$ cat src/rtl/uart_command_master_pkg.sv
// uart_command_master_pkg: frame opcodes, command type codes and FSM state
// encoding shared by the UART command master and the system controller.
package uart_command_master_pkg;

    localparam logic [7:0] OPC_REG_WRITE         = 8'hAA;
    localparam logic [7:0] OPC_REG_READ          = 8'hBB;
    localparam logic [7:0] OPC_ALU_WITH_OPERANDS = 8'hCC;
    localparam logic [7:0] OPC_ALU_NO_OPERANDS   = 8'hDD;

    localparam logic [1:0] CMD_REG_WRITE         = 2'd0;
    localparam logic [1:0] CMD_REG_READ          = 2'd1;
    localparam logic [1:0] CMD_ALU_WITH_OPERANDS = 2'd2;
    localparam logic [1:0] CMD_ALU_NO_OPERANDS   = 2'd3;

    localparam logic [2:0] ST_IDLE           = 3'd0;
    localparam logic [2:0] ST_SEND           = 3'd1;
    localparam logic [2:0] ST_WAIT_BUSY_HIGH = 3'd2;
    localparam logic [2:0] ST_WAIT_BUSY_LOW  = 3'd3;
    localparam logic [2:0] ST_RECEIVE        = 3'd4;
    localparam logic [2:0] ST_RESPOND        = 3'd5;

    // Number of bytes in the request frame for a command type.
    function automatic logic [2:0] frame_length(input logic [1:0] cmd_type);
        logic [2:0] len;
        unique case (cmd_type)
            CMD_REG_WRITE:         len = 3'd3;
            CMD_REG_READ:          len = 3'd2;
            CMD_ALU_WITH_OPERANDS: len = 3'd4;
            default:               len = 3'd2;
        endcase
        return len;
    endfunction

endpackage

$ cat src/rtl/uart_command_frame_builder.sv
// uart_command_frame_builder: selects the request-frame byte for a byte
// index and reports the frame length of the captured command.
// Ports: cmd_*_i captured command, byte_index_i, frame_byte_o, frame_length_o.
module uart_command_frame_builder
    import uart_command_master_pkg::*;
#(
    parameter int DATA_WIDTH    = 8,
    parameter int ADDRESS_WIDTH = 4
) (
    input  logic [1:0]               cmd_type_i,
    input  logic [ADDRESS_WIDTH-1:0] cmd_address_i,
    input  logic [DATA_WIDTH-1:0]    cmd_write_data_i,
    input  logic [DATA_WIDTH-1:0]    cmd_operand_a_i,
    input  logic [DATA_WIDTH-1:0]    cmd_operand_b_i,
    input  logic [3:0]               cmd_function_i,
    input  logic [1:0]               byte_index_i,
    output logic [DATA_WIDTH-1:0]    frame_byte_o,
    output logic [2:0]               frame_length_o
);

    logic [DATA_WIDTH-1:0] addr_ext;
    logic [DATA_WIDTH-1:0] func_ext;

    assign addr_ext       = DATA_WIDTH'(cmd_address_i);
    assign func_ext       = DATA_WIDTH'(cmd_function_i);
    assign frame_length_o = frame_length(cmd_type_i);

    always_comb begin
        frame_byte_o = '0;
        unique case (cmd_type_i)
            CMD_REG_WRITE: begin
                case (byte_index_i)
                    2'd0:    frame_byte_o = DATA_WIDTH'(OPC_REG_WRITE);
                    2'd1:    frame_byte_o = addr_ext;
                    default: frame_byte_o = cmd_write_data_i;
                endcase
            end
            CMD_REG_READ: begin
                case (byte_index_i)
                    2'd0:    frame_byte_o = DATA_WIDTH'(OPC_REG_READ);
                    default: frame_byte_o = addr_ext;
                endcase
            end
            CMD_ALU_WITH_OPERANDS: begin
                case (byte_index_i)
                    2'd0:    frame_byte_o = DATA_WIDTH'(OPC_ALU_WITH_OPERANDS);
                    2'd1:    frame_byte_o = cmd_operand_a_i;
                    2'd2:    frame_byte_o = cmd_operand_b_i;
                    default: frame_byte_o = func_ext;
                endcase
            end
            default: begin
                case (byte_index_i)
                    2'd0:    frame_byte_o = DATA_WIDTH'(OPC_ALU_NO_OPERANDS);
                    default: frame_byte_o = func_ext;
                endcase
            end
        endcase
    end

endmodule

$ cat src/rtl/uart_command_master.sv
// uart_command_master: serialises register/ALU commands into UART frames,
// paces bytes on transmitter busy, collects the reply and reports a response.
// Ports: cmd_* request (valid/ready), transmitter_* byte strobe and busy,
// receiver_* reply bytes, response_valid/data/timeout completion pulse.
module uart_command_master
    import uart_command_master_pkg::*;
#(
    parameter int DATA_WIDTH              = 8,
    parameter int ADDRESS_WIDTH           = 4,
    parameter int RESPONSE_TIMEOUT_CYCLES = 65535
) (
    input  logic                      clk,
    input  logic                      reset,
    input  logic                      cmd_valid,
    output logic                      cmd_ready,
    input  logic [1:0]                cmd_type,
    input  logic [ADDRESS_WIDTH-1:0]  cmd_address,
    input  logic [DATA_WIDTH-1:0]     cmd_write_data,
    input  logic [DATA_WIDTH-1:0]     cmd_operand_A,
    input  logic [DATA_WIDTH-1:0]     cmd_operand_B,
    input  logic [3:0]                cmd_ALU_function,
    output logic                      transmitter_parallel_data_valid,
    output logic [DATA_WIDTH-1:0]     transmitter_parallel_data,
    input  logic                      transmitter_busy_synchronized,
    input  logic                      receiver_parallel_data_valid_synchronized,
    input  logic [DATA_WIDTH-1:0]     receiver_parallel_data_synchronized,
    output logic                      response_valid,
    output logic [2*DATA_WIDTH-1:0]   response_data,
    output logic                      response_timeout
);

    // One spare bit so the count cannot wrap after a byte lands on the limit.
    localparam int CNT_W = $clog2(RESPONSE_TIMEOUT_CYCLES + 1) + 1;
    localparam logic [CNT_W-1:0] CNT_LIMIT = CNT_W'(RESPONSE_TIMEOUT_CYCLES);

    logic [2:0]                state_q, state_d;
    logic [1:0]                type_q;
    logic [ADDRESS_WIDTH-1:0]  addr_q;
    logic [DATA_WIDTH-1:0]     wdata_q, opa_q, opb_q;
    logic [3:0]                func_q;
    logic [1:0]                idx_q, idx_d;
    logic [CNT_W-1:0]          cnt_q, cnt_d, cnt_inc;
    logic                      rx_cnt_q, rx_cnt_d;
    logic [2*DATA_WIDTH-1:0]   resp_q, resp_d;
    logic                      timeout_q, timeout_d;
    logic [DATA_WIDTH-1:0]     frame_byte;
    logic [2:0]                frame_len;
    logic                      accept, last_byte, busy, rx_stb;
    logic [DATA_WIDTH-1:0]     rx_byte;

    uart_command_frame_builder #(
        .DATA_WIDTH    (DATA_WIDTH),
        .ADDRESS_WIDTH (ADDRESS_WIDTH)
    ) u_frame_builder (
        .cmd_type_i       (type_q),
        .cmd_address_i    (addr_q),
        .cmd_write_data_i (wdata_q),
        .cmd_operand_a_i  (opa_q),
        .cmd_operand_b_i  (opb_q),
        .cmd_function_i   (func_q),
        .byte_index_i     (idx_q),
        .frame_byte_o     (frame_byte),
        .frame_length_o   (frame_len)
    );

    assign busy      = transmitter_busy_synchronized;
    assign rx_stb    = receiver_parallel_data_valid_synchronized;
    assign rx_byte   = receiver_parallel_data_synchronized;
    assign accept    = cmd_valid && (state_q == ST_IDLE);
    assign last_byte = ({1'b0, idx_q} == (frame_len - 3'd1));
    assign cnt_inc   = cnt_q + CNT_W'(1);

    always_comb begin
        state_d   = state_q;
        idx_d     = idx_q;
        cnt_d     = cnt_q;
        rx_cnt_d  = rx_cnt_q;
        resp_d    = resp_q;
        timeout_d = timeout_q;
        unique case (state_q)
            ST_IDLE: begin
                if (accept) begin
                    state_d   = ST_SEND;
                    idx_d     = 2'd0;
                    rx_cnt_d  = 1'b0;
                    resp_d    = '0;
                    timeout_d = 1'b0;
                end
            end
            ST_SEND: begin
                if (!busy) state_d = ST_WAIT_BUSY_HIGH;
            end
            ST_WAIT_BUSY_HIGH: begin
                if (busy) state_d = ST_WAIT_BUSY_LOW;
            end
            ST_WAIT_BUSY_LOW: begin
                if (!busy) begin
                    if (!last_byte) begin
                        idx_d   = idx_q + 2'd1;
                        state_d = ST_SEND;
                    end else if (type_q == CMD_REG_WRITE) begin
                        state_d = ST_RESPOND;
                    end else begin
                        cnt_d   = '0;
                        state_d = ST_RECEIVE;
                    end
                end
            end
            ST_RECEIVE: begin
                cnt_d = cnt_inc;
                // A byte arriving on the limit cycle wins over the timeout.
                if (rx_stb) begin
                    if (type_q == CMD_REG_READ) begin
                        resp_d  = {{DATA_WIDTH{1'b0}}, rx_byte};
                        state_d = ST_RESPOND;
                    end else if (!rx_cnt_q) begin
                        resp_d[DATA_WIDTH-1:0] = rx_byte;
                        rx_cnt_d = 1'b1;
                    end else begin
                        resp_d[2*DATA_WIDTH-1:DATA_WIDTH] = rx_byte;
                        state_d = ST_RESPOND;
                    end
                end else if (cnt_inc >= CNT_LIMIT) begin
                    resp_d    = '0;
                    timeout_d = 1'b1;
                    state_d   = ST_RESPOND;
                end
            end
            ST_RESPOND: state_d = ST_IDLE;
            default:    state_d = ST_IDLE;
        endcase
    end

    always_ff @(posedge clk) begin
        if (reset) begin
            state_q   <= ST_IDLE;
            type_q    <= '0;
            addr_q    <= '0;
            wdata_q   <= '0;
            opa_q     <= '0;
            opb_q     <= '0;
            func_q    <= '0;
            idx_q     <= '0;
            cnt_q     <= '0;
            rx_cnt_q  <= 1'b0;
            resp_q    <= '0;
            timeout_q <= 1'b0;
        end else begin
            state_q   <= state_d;
            idx_q     <= idx_d;
            cnt_q     <= cnt_d;
            rx_cnt_q  <= rx_cnt_d;
            resp_q    <= resp_d;
            timeout_q <= timeout_d;
            if (accept) begin
                type_q  <= cmd_type;
                addr_q  <= cmd_address;
                wdata_q <= cmd_write_data;
                opa_q   <= cmd_operand_A;
                opb_q   <= cmd_operand_B;
                func_q  <= cmd_ALU_function;
            end
        end
    end

    assign cmd_ready = (state_q == ST_IDLE);
    assign transmitter_parallel_data_valid = (state_q == ST_SEND) && !busy;
    assign transmitter_parallel_data = (state_q == ST_IDLE) ? '0 : frame_byte;
    assign response_valid   = (state_q == ST_RESPOND);
    assign response_data    = response_valid ? resp_q : '0;
    assign response_timeout = response_valid && timeout_q;

endmodule

$ cat config.mk
export PLATFORM = sky130hd
export DESIGN_NAME = uart_command_master
export DESIGN_NICKNAME = d
export VERILOG_FILES = /design/src/rtl/uart_command_master_pkg.sv /design/src/rtl/uart_command_frame_builder.sv /design/src/rtl/uart_command_master.sv
export SDC_FILE = /design/constraint.sdc
export NUM_CORES = 1
export LEC_CHECK = 0
export BUFFER_PORTS_ARGS = -buffer_cell sky130_fd_sc_hd__buf_4
export CORE_MARGIN = 3
export CORE_UTILIZATION = 50
export DETAILED_ROUTE_END_ITERATION = 8
export HOLD_SLACK_MARGIN = 0.05
export MAX_ROUTING_LAYER = met4
export PLACE_DENSITY_LB_ADDON = 0.25
export SYNTH_ARGS = -nofsm -noshare
export SYNTH_HDL_FRONTEND = slang
export SYNTH_HIERARCHICAL = 1
export SYNTH_SLANG_ARGS = --single-unit
export TNS_END_PERCENT = 5
$ cat constraint.sdc
create_clock -name clk -period 2.3 [get_ports clk]
set_clock_uncertainty 0.05 [all_clocks]
set_input_delay 0.46 -clock clk [delete_from_list [all_inputs] [get_ports clk]]
set_output_delay 0.46 -clock clk [all_outputs]
set_load 0.02 [all_outputs]
==> metrics.csv <==
stage,metric,value,unit
power,clock share of power,30.0,%
placement,Placed Instances,723,
logic_synthesis,count of different cell masters after synthesis,65,
logic_synthesis,count of warnings emitted by yosys,6,
hold_path,hold wc startpoint,cmd_address[3],
placement,port buffer count,74,
logic_synthesis,"Avg Cell Area, Syn",7.46,µm²
timing,Fmax achieved,430,MHz
clock_network,# clock sinks,74,
power,Max VDD drop,0.000500,V
worst_setup_path,critical path class,flop to flop,
finish,final cell count without fillers,745,
placement,pre-CTS setup slack,-0.0974,ns
routing,initial DRC count,191,
finish,Finished Core Util,67.8,%
clock_network,htree depth,3,
logic_synthesis,Synth Area in Adders,0.928,%
floorplanning,placement row count,32,
timing,worst setup margin,-0.0269,ns
finish,"commonest non-fill, non-tap cell in the layout",buf_4,
routing,routed wire length,11200,µm
worst_setup_path,R2R Path Start,cnt_q[0],
global_routing,gr usage total,23.9,%
global_routing,met2 usage,39.0,%
power,Sequential Power Share,42.5,%
clock_network,CTS buffer count,9,
routing,post-DR wirelength/cell,15.0,µm
logic_synthesis,Yosys top cell area share,36.6,%
power,Power Total,3.47,mW
worst_setup_path,Worst EP required,2.46,ns
logic_synthesis,register area share after synthesis,36.6,%
logic_synthesis,post-synthesis register bit count,74,
finish,"commonest cells after routing, fill and taps aside","buf_4, nand2_1, a21oi_1",
placement,placed inst area,4900,µm²
global_routing,GRT overflow,0,
worst_setup_path,worst-path fanout max,8,
clock_network,TritonCTS clock tree,done,
power,PwrDens,654,nW/µm²
job,Max Cap Viol,0,
global_routing,initial antenna violation count,0,
timing,"Setup violations, final",2,
timing,Final Max Slew Viols,0,
worst_setup_path,CP arrival,2.48,ns
floorplanning,Die Wd,95.9,µm
logic_synthesis,Simple-Gate Fraction of Synth Area,28.9,%
timing,Slew @ Worst Pin,0.649,ns
finish,Area Overhead vs Synth,30.9,%
global_routing,pin count of the biggest net entering global routing,47,
power,Sw Share,33.8,%
floorplanning,core area,7810,µm²
routing,Via density,5.58,
global_routing,met1 usage,29.7,%
worst_setup_path,R2R cell count,8,
clock_network,Clock Pin Slew Worst Setup and Hold Paths,0.09,ns
worst_setup_path,crit path launch type,flop,
status,failing checks,negative setup slack,
timing,final worst-path cycle share,101,%
finish,layout cell share with drive strength beyond 1,29.7,%
clock_network,clock tree buffer depth,2,
timing,fin crit period,2.33,ns
status,status,"finished, violations left",
timing,setup TNS,-0.0276,ns
finish,multi-input logic area,2410,µm²
logic_synthesis,mux contribution to synthesized area,1.52,%
power,Leak Pwr,2.05,nW
logic_synthesis,cell taking the most area after synthesis,dfxtp_1,
hold_path,Hold Crit Class,input pin to flop,
worst_setup_path,R2R Setup Slk,-0.03,ns
routing,Post-DRT Antenna Nets,0,
worst_setup_path,Critical R2R Capture,state_q[0],
global_routing,routing usage on met3,5.16,%
finish,fill count,667,
timing,Worst Hold Slack,0.296,ns
floorplanning,I/O pin cnt,75,
clock_network,worst skew pair latency,0.35,ns
logic_synthesis,compound-cell area share of the yosys netlist,24.1,%
logic_synthesis,Cells after Synth,542,
logic_synthesis,asr flop ratio synth,0,%
routing,first-pass detailed-route iteration total,5,
timing,final hold violations,0,
placement,dpl hpwl,7660,µm
power,combinational group share of total power,27.5,%
clock_network,Root Buffer Master,clkbuf_8,
global_routing,vias in the first global route,3660,
finish,FF+latch area,1510,µm²
finish,ANT cells,0,
routing,Residual DRC,0,
logic_synthesis,top post-synthesis cells by area,"dfxtp_1, a21oi_1, nand2_1",
logic_synthesis,XOR/XNOR Fraction of Synth Area,1.52,%
logic_synthesis,Synth Cell Area,4050,µm²
finish,Nets,688,
worst_setup_path,Crit. End Element,flop,
timing,RSZ-0062 raised after global routing,true,
logic_synthesis,Mapped Nets,592,
logic_synthesis,Synth Flop Type,dfxtp_1,
finish,Finished Cell Area,5300,µm²
floorplanning,die area,9210,µm²
floorplanning,Initial Util,51.8,%
floorplanning,die height,95.9,µm
clock_network,hold_buf cts,0,
placement,gpl congestion,0.904,
routing,Vias,4155,
global_routing,first-pass GRT wire length,17000,µm
power,Sw Pwr,1.17,mW
worst_setup_path,Critical Path Source,cnt_q[0],
logic_synthesis,largest family of logic cells by synthesized area,simple AND/OR/NAND/NOR gates,
timing,Slew headroom,56.6,%
logic_synthesis,number of synthesized flops with an enable pin,0,
power,Pint,2.29,mW
global_routing,global-route layer with the greatest usage,met2,
worst_setup_path,CP endpoint,state_q[0],
[cells in the mapped netlist, types with 3 or more instances]
| master | number |
|---|---|
| a21oi_1 | 87 |
| nand2_1 | 86 |
| dfxtp_1 | 74 |
| nor2_1 | 33 |
| clkbuf_1 | 32 |
| and2_1 | 22 |
| nand4_1 | 20 |
| o21ai_0 | 20 |
| o21ai_1 | 14 |
| inv_1 | 11 |
| nor3_1 | 11 |
| o22ai_1 | 11 |
| nor2b_1 | 9 |
| nand2b_1 | 7 |
| nand3_1 | 7 |
| or4_1 | 6 |
| xnor2_1 | 6 |
| a31oi_1 | 5 |
| and3_1 | 5 |
| buf_2 | 5 |
| buf_4 | 5 |
| mux2i_1 | 5 |
| a22oi_1 | 4 |
| a211oi_1 | 3 |
| ha_1 | 3 |
| nand4b_1 | 3 |
[routing by layer]
layer | share of wire, % | vias up
met4 | 0.88 | 0
met5 | 0 | -
met2 | 51 | 120
met3 | 6.1 | 8
met1 | 42 | 1915
li1 | - | 2112
[state kept, by name, indices dropped and copies added (netlist names)]
register	count
cnt_q	17
opa_q	8
func_q	4
resp_q	16
state_q	3
type_q	2
rx_cnt_q	1
timeout_q	1
wdata_q	8
idx_q	2
opb_q	8
addr_q	4
[final cells by class]
| class | count | share of cell area (%) |
|---|---|---|
| clock inverter | 6 | 1.20 |
| clock buffer | 10 | 2.60 |
| multi-input combinational | 411 | 45.5 |
| sequential | 74 | 28.4 |
| tap | 102 | 2.41 |
| timing repair buffer | 129 | 18.9 |
| inverter | 13 | 0.969 |
[what timing repair did]
action,in CTS,in global routing
resized for setup,12,27
setup buffers,0,5
cloned,0,1
pin swaps,0,8
endpoints found under the setup margin,31,37
[cells by family (layout without fill, tap and decap cells)]
family / after synthesis / in the layout
mux: 6 / 6
simple gates: 227 / 227
compound gates: 167 / 168
buf+inv: 58 / 158
fa+ha+maj: 3 / 3
flops: 74 / 74
xor+xnor: 7 / 7
[power by group through the flow]
stage / Sequential, mW / Combinational [mW] / Clock, mW
floorplan: 1.45 / 0.646 / 0
global placement: 1.49 / 0.906 / 0
detailed placement: 1.50 / 0.930 / 0
CTS: 1.47 / 0.940 / 1.06
global route: 1.48 / 1.05 / 1.12
finish: 1.47 / 0.954 / 1.04
[worst min path at each step]
stage	to	slack, ns	cells past startpoint
2_1_floorplan	func_q[3]	0.38	2
3_3_place_gp	wdata_q[0]	0.39	2
3_5_place_dp	opa_q[2]	0.40	2
4_1_cts	opb_q[3]	0.29	3
5_1_grt	wdata_q[3]	0.29	3
6_report	addr_q[3]	0.30	3
[worst max-delay path, cell delays in order (launching register included)]
cell and delay (ns):
dfxtp_1 0.34, buf_4 0.13, nand4_2 0.15, or4_4 0.53, o22ai_2 0.12, o2111ai_2 0.19
o21ba_4 0.31, nor4_4 0.28, a2111oi_2 0.07
(Power assumes the default switching activity.)
